<file path="src/rtl/irq_pkg.sv">
// Shared interrupt-path types and sizes used by the gateway and the PLIC core.
package irq_pkg;

  localparam int unsigned NSRC = 32;
  localparam int unsigned IDW  = $clog2(NSRC);

  typedef logic [IDW-1:0] irq_id_t;

  typedef enum logic [1:0] {
    GW_IDLE,
    GW_PEND,
    GW_SERV
  } gw_state_e;

endpackage

</file>
<file path="src/rtl/irq_gw_cell.sv">
// One interrupt source: raw-line synchroniser, rising-edge detect and the
// idle/pending/in-service gateway state machine.
module irq_gw_cell
  import irq_pkg::*;
#(
  parameter int unsigned SYNC_STAGES = 2
) (
  input  logic clk_i,
  input  logic rst_i,
  input  logic raw_i,
  input  logic edge_sel_i,
  input  logic claim_hit_i,
  input  logic complete_hit_i,
  output logic pend_o,
  output logic inserv_o
);

  logic [SYNC_STAGES-1:0] sync_q;
  logic                   prev_q;
  logic                   mode_q, mode_d;
  logic                   edge_q, edge_d;
  gw_state_e              state_q, state_d;

  logic s, rise, req;

  assign s    = sync_q[SYNC_STAGES-1];
  assign rise = s & ~prev_q;
  assign req  = edge_sel_i ? rise : s;

  always_comb begin
    state_d = state_q;
    mode_d  = mode_q;
    edge_d  = edge_q;
    unique case (state_q)
      GW_IDLE: begin
        if (req) begin
          state_d = GW_PEND;
          mode_d  = edge_sel_i;
        end
      end
      GW_PEND: begin
        if (claim_hit_i) begin
          state_d = GW_SERV;
        end else if (!mode_q && !s) begin
          state_d = GW_IDLE;
        end
      end
      GW_SERV: begin
        if (complete_hit_i) begin
          // A rise arriving in the completion cycle still counts as a queued edge.
          state_d = (mode_q && (edge_q || rise)) ? GW_PEND : GW_IDLE;
          edge_d  = 1'b0;
        end else if (mode_q && rise) begin
          edge_d = 1'b1;
        end
      end
      default: state_d = GW_IDLE;
    endcase
  end

  always_ff @(posedge clk_i) begin
    if (rst_i) begin
      sync_q  <= '0;
      prev_q  <= 1'b0;
      mode_q  <= 1'b0;
      edge_q  <= 1'b0;
      state_q <= GW_IDLE;
    end else begin
      sync_q  <= {sync_q[SYNC_STAGES-2:0], raw_i};
      prev_q  <= s;
      mode_q  <= mode_d;
      edge_q  <= edge_d;
      state_q <= state_d;
    end
  end

  assign pend_o   = (state_q == GW_PEND);
  assign inserv_o = (state_q == GW_SERV);

endmodule

</file>
<file path="src/rtl/irq_gateway.sv">
// Interrupt gateway feeding the PLIC: decodes claim/complete IDs into per-source
// hits and instantiates one gateway cell per usable source (ID 0 is reserved).
module irq_gateway #(
  parameter int unsigned NSRC        = 32,
  parameter int unsigned SYNC_STAGES = 2,
  parameter int unsigned IDW         = 5
) (
  input  logic            clk_i,
  input  logic            rst_i,
  input  logic [NSRC-1:0] irq_raw_i,
  input  logic [NSRC-1:0] edge_sel_i,
  input  logic            claim_valid_i,
  input  logic [IDW-1:0]  claim_id_i,
  input  logic            complete_valid_i,
  input  logic [IDW-1:0]  complete_id_i,
  output logic [NSRC-1:0] src_o,
  output logic [NSRC-1:0] inservice_o
);

  logic [NSRC-1:1] claim_hit;
  logic [NSRC-1:1] complete_hit;
  logic [NSRC-1:1] pend;
  logic [NSRC-1:1] inserv;

  // Only IDs 1..NSRC-1 can ever match, so ID 0 and out-of-range IDs fall through.
  always_comb begin
    claim_hit    = '0;
    complete_hit = '0;
    for (int unsigned i = 1; i < NSRC; i++) begin
      claim_hit[i]    = claim_valid_i && (32'(claim_id_i) == i);
      complete_hit[i] = complete_valid_i && (32'(complete_id_i) == i);
    end
  end

  for (genvar i = 1; i < NSRC; i++) begin : g_cell
    irq_gw_cell #(
      .SYNC_STAGES (SYNC_STAGES)
    ) u_cell (
      .clk_i          (clk_i),
      .rst_i          (rst_i),
      .raw_i          (irq_raw_i[i]),
      .edge_sel_i     (edge_sel_i[i]),
      .claim_hit_i    (claim_hit[i]),
      .complete_hit_i (complete_hit[i]),
      .pend_o         (pend[i]),
      .inserv_o       (inserv[i])
    );
  end

  assign src_o       = {pend, 1'b0};
  assign inservice_o = {inserv, 1'b0};

  logic unused_src0;
  assign unused_src0 = irq_raw_i[0] ^ edge_sel_i[0];

endmodule
</file>
<file path="config.mk">
export PLATFORM = sky130hd
export DESIGN_NAME = irq_gateway
export DESIGN_NICKNAME = d
export VERILOG_FILES = /design/src/rtl/irq_pkg.sv /design/src/rtl/irq_gw_cell.sv /design/src/rtl/irq_gateway.sv
export SDC_FILE = /design/constraint.sdc
export NUM_CORES = 1
export LEC_CHECK = 0
export ABC_AREA = 1
export BUFFER_PORTS_ARGS = -buffer_cell sky130_fd_sc_hd__buf_2
export CORE_AREA = 5 5 167 169
export DETAILED_ROUTE_END_ITERATION = 10
export DIE_AREA = 0 0 172 174
export GPL_ROUTABILITY_DRIVEN = 0
export PLACE_DENSITY = 0.66
export SLEW_MARGIN = 15
export SYNTH_ARGS = -nofsm -noshare
export SYNTH_HDL_FRONTEND = slang
export SYNTH_SLANG_ARGS = --single-unit
</file>
<file path="constraint.sdc">
create_clock -name clk_i -period 1.4 [get_ports clk_i]
set_input_delay 0.07 -clock clk_i [delete_from_list [all_inputs] [get_ports clk_i]]
set_output_delay 0.07 -clock clk_i [all_outputs]
set_load 0.03 [all_outputs]
</file>
# ---- Yosys cells after proc, flatten, opt, wreduce, memory -nomap -nowiden
# Cells that the tools add are included.
dict set report totals {
  wordCells 1116
  output_inout_bits 64
  regBits 217
}
dict set report op_classes {
  eq_ne 217
  mux 279
  n_bitwise 62
  n_reduce_logical 403
}
# op count
set ops {}
lappend ops {{$mux W2} 124}
lappend ops {{$pmux W2 S3} 31}
lappend ops {{$eq A5 B5 Y1 const B} 32}
lappend ops {{$logic_and A1 B1 Y1} 155}
lappend ops {{$mux W1} 124}
lappend ops {{$ne A2 B1 Y1 const B} 62}
lappend ops {{$reduce_and A2 Y1} 62}
lappend ops {{$ne A3 B2 Y1 const B} 31}
lappend ops {{$reduce_and A3 Y1} 31}
lappend ops {{$eq A5 B4 Y1 const B} 16}
lappend ops {{$eq A2 B1 Y1 const B} 31}
lappend ops {{$eq A2 B2 Y1 const B} 31}
lappend ops {{$logic_not A1 Y1} 62}
lappend ops {{$logic_not A2 Y1} 31}
lappend ops {{$reduce_bool A2 Y1} 31}
lappend ops {{$eq A5 B3 Y1 const B} 8}
lappend ops {{$and A1 B1 Y1} 31}
lappend ops {{$logic_or A1 B1 Y1} 31}
lappend ops {{$not A1 Y1} 31}
lappend ops {{$eq A5 B2 Y1 const B} 4}
lappend ops {{$eq A5 B1 Y1 const B} 2}

# ---- Longest topological paths before layout
# Gate-level depths: netlist of run 1.
dict set report depth {
  word_depth 7
  ltp_mapped 9
  mapped_depth_nobuf 9
}

# ---- Hierarchy
# A second synthesis of run 1 with hierarchy kept.
dict set report unflattened {
  cells_unflattened 1686
  hier_area_um2 10508.8
}
# mod cells_each seq_area_each_um2 area_per_inst_um2 instances
set modules_own_cells {}
lappend modules_own_cells {irq_gw_cell 50 140.1 321.6 31}
lappend modules_own_cells {irq_gateway 136 0.0 540.5 1}

# ---- Least setup slack after synthesis of run 1
# OpenSTA, ideal clock, no wires.
dict set report synth_path {
  kind {register to register}
  start {register g_cell[30].u_cell.sync_q[1]}
  end {register g_cell[30].u_cell.state_q[0]}
  t_required_ns 1.288
  arrival_time_ns 0.893
  stages_incl_launch_ff 7
  path_slack_ns 0.395
  n_path_buf 0
  synth_period_minus_slack_ns 1.005
  setup_ns 0.112
  cell_sequence {dfxtp_1 inv_1 or2_2 nand3_1 nand3_1 nor2_1 nor2_1}
}
dict set report synth_via {
  elab_chain_len 6
  elab_cells_between_ends 12
  cone_classes {eq/ne: 2; mux: 4; bitwise: 1; reduce/logical: 5}
}
# item line_no
set synth_lines {}
lappend synth_lines {{from (decl)} irq_gw_cell.sv:18} ;# logic [SYNC_STAGES-1:0] sync_q;
lappend synth_lines {{from (signal assigned)} irq_gw_cell.sv:69} ;# sync_q <= {sync_q[SYNC_STAGES-2:0], raw_i};
lappend synth_lines {{$and A1 B1 Y1} irq_gw_cell.sv:27} ;# assign rise = s & ~prev_q;
lappend synth_lines {{$logic_or A1 B1 Y1} irq_gw_cell.sv:51} ;# state_d = (mode_q && (edge_q || rise)) ? GW_PEND : GW_IDLE;
lappend synth_lines {{$logic_and A1 B1 Y1} irq_gw_cell.sv:51}
lappend synth_lines {{$mux W1} irq_gw_cell.sv:51}
lappend synth_lines {{$mux W2} irq_gw_cell.sv:49} ;# if (complete_hit_i) begin
lappend synth_lines {{$pmux W2 S3} irq_gw_cell.sv:34} ;# unique case (state_q)
lappend synth_lines {{to (signal assigned)} irq_gw_cell.sv:73} ;# state_q <= state_d;
lappend synth_lines {{to (decl)} irq_gw_cell.sv:22} ;# gw_state_e state_q, state_d;
# Several ways; a longest one is shown, not always the timed one. The select of a mux whose other input is x is not followed.
# A chain may end at the register's enable or synchronous reset.

# ---- Worst setup path in the final report of run 1
dict set report layout_path {
  start {register g_cell[15].u_cell.state_q[1]}
  end {output src_o[15]}
}
dict set report layout_via {
  elab_chain_len 1
}
# item line_no
set layout_lines {}
lappend layout_lines {{from (decl)} irq_gw_cell.sv:22}
lappend layout_lines {{from (signal assigned)} irq_gw_cell.sv:73}
lappend layout_lines {{$eq A2 B1 Y1} irq_gw_cell.sv:77} ;# assign pend_o = (state_q == GW_PEND);
lappend layout_lines {{to (decl)} irq_gateway.sv:16} ;# output logic [NSRC-1:0] src_o,
# Every way passes these cells.

==> results_dict.tcl, run 1 <==
set metrics [dict create \
    max-vdd-ir-drop_mv 1.213 \
    setup_ws_ns 0.02922 \
    cts_max_level 1 \
    synth_compound_area_share_pct 10.66 \
    synth_top_family_by_area "simple AND/OR/NAND/NOR gates" \
    syn_area_per_cell_um2 6.613 \
    critPathRequiredTime_ns 1.33 \
    yosys.area_share.adder_pct 0 \
    antenna_found_initial 4 \
    p_int_mw 10.78 \
    critical-path-top-delay-family "buffers and inverters" \
    critPathBufInv 3 \
    dr.pass1.iters 5 \
    setup_viol 0 \
    final_nets 1814 \
    overflow 0 \
    post_drt_wl_per_cell_um 13.19 \
    dp_slack_ns 0.1501 \
    seqPwrFrac_pct 45.3 \
    pin_count 142 \
    hold_depth 3 \
    holdPathEnd "g_cell[4].u_cell.state_q[1]" \
    die_area_um2 29930 \
    maxCapViolCount 0 \
    grt_max_degree 49 \
    use_met2_pct 31.11 \
    cts_tree "built" \
    ff2ff_setup_slack_ns 0.28 \
    drc 0 \
    grt_pass1_vias 9359 \
    chipHeight_um 174 \
    via_per_inst 4.740 \
    rsz0062_at_grt "yes" \
    top_usage_layer "met2" \
    coreArea_um2 26430 \
    ant_nets 0 \
    fp.dieW_um 172 \
    seq_area_frac_synth_pct 41.92 \
    synthFlopType "dfxtp_1" \
    timing.fmax_mhz 729.5 \
    cp_slowest_cell "dfxtp_1" \
    outcome "finished clean" \
    clkLatencyLatePin_ns 0.52 \
    cts_max_path_buffers 3 \
    crit_path_max_incr_delay_ns 0.32 \
    yosys_warnings 0 \
    finalCritPeriodShare_pct 97.91 \
    clkTransAtPathRegs_ns 0.06 \
    drive_above_1_share_pct 16.94 \
    grt_util_met3_pct 3.048 \
    syn_area_um2 10360 \
    synthArstFlopShare_pct 0 \
    clock-sinks 217 \
    synth_edf_count 0 \
    reg2reg_from "g_cell[16].u_cell.sync_q[1]" \
    wl_mm 27.65 \
    min-delay-start "rst_i" \
    cts_made_buffers 25 \
    endpoint_kind "primary output" \
    cts_root_buf "clkbuf_16" \
    start_util_pct 39.21 \
    powerDensity_nw_per_um2 1121 \
    dp_hpwl_mm 20.61 \
    synthMuxAreaShare_pct 0 \
    portBuffers 137 \
    gr-usage-met1_pct 22.71 \
    crit_arrival_ns 1.30 \
    vias 9934 \
    synth_xor_area_share_pct 0 \
    hold_class "in -> reg" \
    r2r_end "g_cell[16].u_cell.mode_q" \
    power.total_mw 14.55 \
    fillers 2660 \
    final-hold-violation-count 0 \
    grt_pass1_wl_mm 44.51 \
    switching_share_pct 25.90 \
    skew_ns 0.007779 \
    leakagePower_nw 6.065 \
    cts_setup_buffers 0 \
    crit_fanout 3 \
    critPathKind "reg -> out" \
    clockPowerShare_pct 42.2 \
    area_growth_pct 25.18 \
    ys_seq_elements 217 \
    path_cells "inv_2, nand2_1, inv_1, buf_4" \
    slew_violations 0 \
    drt_iter0_drc 728 \
    period_needed_ns 1.371 \
    grt_use_total_pct 18.08 \
    switching_power_mw 3.767 \
    start_kind "flip-flop" \
    synth.distinct_cells 30 \
    syn_inst 1567 \
    p_comb_share_pct 12.5 \
    synthSimpleGateAreaFrac_pct 31.19 \
    rows 60 \
    r2r_cells 6 \
]
sequential cells by signal, indices dropped and copies added (netlist names):
register	flops
g_cell.u_cell.state_q	62
g_cell.u_cell.mode_q	31
g_cell.u_cell.edge_q	31
g_cell.u_cell.prev_q	31
g_cell.u_cell.sync_q	62
cell families after synthesis:
family                 after synthesis
other                                1
buffers and inverters              376
DFF                                217
and+or+nand+nor                    771
AOI/OAI and AO/OA                  202
timing repair:
item	in CTS	in global routing
endpoints found under the setup margin	24	54
endpoints found under the hold margin	70	0
hold buffers	66	0
gates resized for setup	40	124
cloned	0	0
worst reg2reg max path, stage by stage (launching register included):
cell	delay, ns
dfxtp_1	0.35
inv_1	0.07
nor2_1	0.13
a21oi_1	0.07
nor2_1	0.14
o21ai_0	0.11
a21oi_1	0.16
Yosys cell counts (6+ instances only):
library cell,number,area (um^2)
nor2_1,368,1381
inv_1,277,1040
dfxtp_1,217,4344
nand2_1,209,784.5
nand3_1,140,700.7
a21oi_1,91,455.4
o21ai_0,79,395.4
buf_4,65,488.0
nand4_1,26,162.7
clkbuf_1,19,71.32
o211a_1,9,90.09
a31oi_1,7,43.79
o21a_1,7,52.55
nor2_2,6,37.54
nor2_4,6,67.56
nor3_1,6,30.03
metrics by stage:
step	cells	TNS (ns)	hold WS, ns	utilization, %	instance area [um^2]
global placement	1984	0	0.2687	42.42	11210
global route	2096	-0.04445	0.02086	49.09	12970
CTS	2094	-0.03556	0.001885	48.23	12750
detailed placement	1984	0	0.2778	42.42	11210
floorplan	1568	0	0.1770	-	10370
finish	2096	0	0.01700	49.09	12970
power groups by stage:
| stage | sequential, mW | combinational [mW] | clock [mW] |
|---|---|---|---|
| after floorplan | 6.66 | 1.16 | 0 |
| final | 6.59 | 1.82 | 6.14 |
| after CTS | 6.57 | 1.77 | 6.31 |
| after global placement | 6.70 | 1.58 | 0 |
| after global routing | 6.62 | 2.03 | 6.56 |
| after detailed placement | 6.70 | 1.61 | 0 |
layout make-up:
| class | count | area [um^2] | share of cell area [%] |
|---|---|---|---|
| multi-input combinational | 975 | 4429 | 34.15 |
| sequential | 217 | 4379 | 33.76 |
| timing repair buffer | 233 | 1888 | 14.56 |
| inverter | 284 | 1069 | 8.238 |
| clock buffer | 40 | 752.0 | 5.797 |
| tap | 341 | 426.7 | 3.289 |
| clock inverter | 4 | 22.52 | 0.1736 |
| antenna | 2 | 5.005 | 0.03858 |
layer usage:
layer	share of wire (%)	wire length, um
met2	48	13170
met3	5.6	1545
met1	43	11960
met4	3.4	943
met5	0.12	33
how the worst max path moves through the flow:
stage / startpoint / end / slack, ns / cells after the start
floorplan: g_cell[30].u_cell.sync_q[1] / g_cell[30].u_cell.state_q[0] / 0.39 / 6
global placement: complete_id_i[2] / g_cell[19].u_cell.state_q[0] / 0.17 / 9
detailed placement: complete_id_i[2] / g_cell[3].u_cell.state_q[0] / 0.15 / 9
CTS: g_cell[15].u_cell.state_q[1] / inservice_o[15] / -0.04 / 3
global route: g_cell[13].u_cell.state_q[1] / src_o[13] / -0.03 / 4
finish: g_cell[15].u_cell.state_q[1] / src_o[15] / 0.03 / 4
cells in the final DEF (no fill, tap or decap), types with 8 or more instances in the layout:
cell           count
a21oi_1           91
buf_12             9
buf_2             84
buf_4             48
buf_6             19
clkbuf_1           8
clkbuf_16         25
dfxtp_1          189
dfxtp_2           28
dlygate4sd3_1     66
inv_1            260
inv_2             23
nand2_1          209
nand3_1          140
nand4_1           26
nor2_1           346
nor2_2            22
nor2_4            12
o211a_1            9
o21ai_0           78
No activity file was read; power rests on OpenSTA's default activity.
==> run 2: changes to the inputs <==
--- a/config.mk
+++ b/config.mk
@@ -5,11 +5,10 @@
 export SDC_FILE = /design/constraint.sdc
 export NUM_CORES = 1
 export LEC_CHECK = 0
-export ABC_AREA = 1
 export BUFFER_PORTS_ARGS = -buffer_cell sky130_fd_sc_hd__buf_2
-export CORE_AREA = 5 5 167 169
+export CORE_AREA = 5 5 161 163
 export DETAILED_ROUTE_END_ITERATION = 10
-export DIE_AREA = 0 0 172 174
+export DIE_AREA = 0 0 166 168
 export GPL_ROUTABILITY_DRIVEN = 0
 export PLACE_DENSITY = 0.66
 export SLEW_MARGIN = 15
==> run 2 against run 1 <==
  * Area after synthesis is 8.1% lower
  * Final cell count is 24% lower
  * Die area down 6.8%
  * Highest routed layer is now met4
  * Largest power group is now the clock network
  * Critical path type unchanged
==> results_dict.tcl, run 2 <==
set metrics [dict create \
    outcome "finished clean" \
    synthArstFlopShare_pct 0 \
    via_per_inst 5.132 \
    drive_above_1_share_pct 29.76 \
    cts_tree "built" \
    reg2reg_from "g_cell[23].u_cell.state_q[1]" \
    ff2ff_setup_slack_ns 0.13 \
    ant_nets 0 \
    crit_arrival_ns 1.32 \
    timing.fmax_mhz 721.1 \
    whs_ns 0.05853 \
    cts_root_buf "clkbuf_16" \
    worst_pin_slew_ns 0.4875 \
    cts_max_path_buffers 3 \
    placedCellCount 1459 \
    dp_slack_ns 0.05084 \
    grt_max_degree 73 \
    clkTransAtPathRegs_ns 0.06 \
    coreArea_um2 24180 \
    leakagePower_nw 5.059 \
    antenna_found_initial 0 \
    syn_area_um2 9527 \
    stdcell_area_um2 12910 \
    drc 0 \
    slew_violations 0 \
    grt_pass1_wl_mm 39.19 \
    layout_common_cells "dfxtp_1, nor2b_1, buf_4" \
    antennaDiodeCount 0 \
    setup_viol 0 \
    hold_class "in -> reg" \
    wl_mm 24.80 \
    fp.dieW_um 166 \
    period_needed_ns 1.387 \
    synth_area_leader_cell "dfxtp_1" \
    vias 8180 \
    yosys_warnings 0 \
    cts_max_level 1 \
    portBuffers 137 \
    critPathRequiredTime_ns 1.33 \
    relSlewSlack_pct 66.66 \
    crit_fanout 3 \
    drt_iter0_drc 543 \
    critPathKind "reg -> out" \
    rows 57 \
    final-hold-violation-count 0 \
    dp_hpwl_mm 16.98 \
    start_util_pct 39.40 \
    setup_tns_ns 0 \
    maxCapViolCount 0 \
    start_kind "flip-flop" \
    path_cells "nor2b_4, clkbuf_4" \
    grt_use_total_pct 16.67 \
    crit_path_max_incr_delay_ns 0.40 \
    ys_seq_elements 217 \
    post_drt_wl_per_cell_um 15.56 \
    grt_pass1_vias 7764 \
    clock-sinks 217 \
    yosys-top-cells-count "dfxtp_1, nor2b_1, nor2_1, buf_4, nand2_1" \
    dr.pass1.iters 5 \
    synth.distinct_cells 50 \
    critical-path-top-delay-family "flip-flops" \
    placed_cell_area_um2 10420 \
    pin_count 142 \
    critPathBufInv 1 \
    seq_area_frac_synth_pct 45.60 \
    endpoint_kind "primary output" \
    finalCritPeriodShare_pct 99.05 \
    clkLatencyLatePin_ns 0.52 \
    die_area_um2 27890 \
    max-vdd-ir-drop_mv 0.6542 \
    reg_top3 "g_cell.u_cell.state_q: 62 flops, g_cell.u_cell.sync_q: 62 flops" \
    synthFlopType "dfxtp_1" \
    final_cells 1594 \
    area_growth_pct 35.49 \
    synth_top_area_share_pct 45.60 \
    crit_start "g_cell[24].u_cell.state_q[0]" \
    setup_ws_ns 0.01327 \
    rsz0062_at_grt "yes" \
    synth_most_common_cell "dfxtp_1" \
    min-delay-start "claim_id_i[2]" \
    synth_area_leaders "dfxtp_1, nor2b_1, buf_4" \
    cp_slowest_cell "dfxtp_1" \
    skew_ns 0.007245 \
    synth_edf_count 0 \
    final_common_cell "dfxtp_1" \
    cts_made_buffers 25 \
    final_nets 1331 \
    syn_area_per_cell_um2 9.004 \
    chipHeight_um 168 \
    overflow 0 \
    syn_inst 1058 \
    powerDensity_nw_per_um2 1109 \
]
run 2: cell count changes after synthesis, sizes merged, moves of 27 or more:
cell,delta
a21oi,-45
a311oi,+46
inv,-265
nand2,-157
nand3,-126
nor2,-294
nor2b,+189
nor3,+27
o21ai,-56
run 2: final timing paths:
check,end,cells after the start
worst max register to register,g_cell[23].u_cell.edge_q,6
worst min-delay path,g_cell[16].u_cell.state_q[1],4
worst min register to register,g_cell[25].u_cell.sync_q[1],1
worst max-delay path,src_o[24],2
run 2: cells by family (layout without fill, tap and decap cells):
family                 after synthesis  in the layout  synth area share [%]
DFF                                217            217                 45.60
AOI/OAI and AO/OA                  263            263                 19.57
buffers and inverters              132            343                 8.274
muxes                               11             11                 1.156
and+or+nand+nor                    434            434                 25.36
other                                1              2               0.03936
run 2: power by group:
group | total (mW) | internal (mW) | switching (mW)
logic | 1.25 | 0.620 | 0.628
registers | 6.51 | 6.35 | 0.158
clock network | 6.56 | 4.08 | 2.48
run 2: routing by layer:
layer  GRT usage, %  vias to the layer above  wire length (um)
met1          22.93                     3810             11550
met3          3.658                       48              1457
met4          4.914                        0               665
met5              0                        -                 0
li1               -                     4124                 -
met2          26.42                      198             11120
run 2: what timing repair did:
action                                  CTS  global route
endpoints found under the hold margin    87             0
endpoints found under the setup margin   61            64
gates resized for setup                 187            86
setup buffers                             3            24
hold buffers                             69             0
run 2: tightest hold or removal path: cells and delay by family:
family                 cells  cell delay (ns)
AOI/OAI and AO/OA          1             0.06
buffers and inverters      1             0.19
and+or+nand+nor            2             0.21
run 2: cell type report:
| type | count | area (um^2) |
|---|---|---|
| repair buffers | 281 | 2315 |
| clock buffers | 41 | 805.8 |
| fillers | 2147 | 11270 |
| clock inverters | 3 | 43.79 |
| multi-input cells | 710 | 4826 |
| inverters | 18 | 67.56 |
| well taps | 324 | 405.4 |
| flip-flops and latches | 217 | 4444 |
run 2: stage by stage:
stage	util, %	total power, mW
5_1_grt	53.39	14.91
3_5_place_dp	43.09	7.663
3_3_place_gp	43.09	7.650
6_report	53.39	14.31
4_1_cts	51.72	14.44
2_1_floorplan	-	7.292
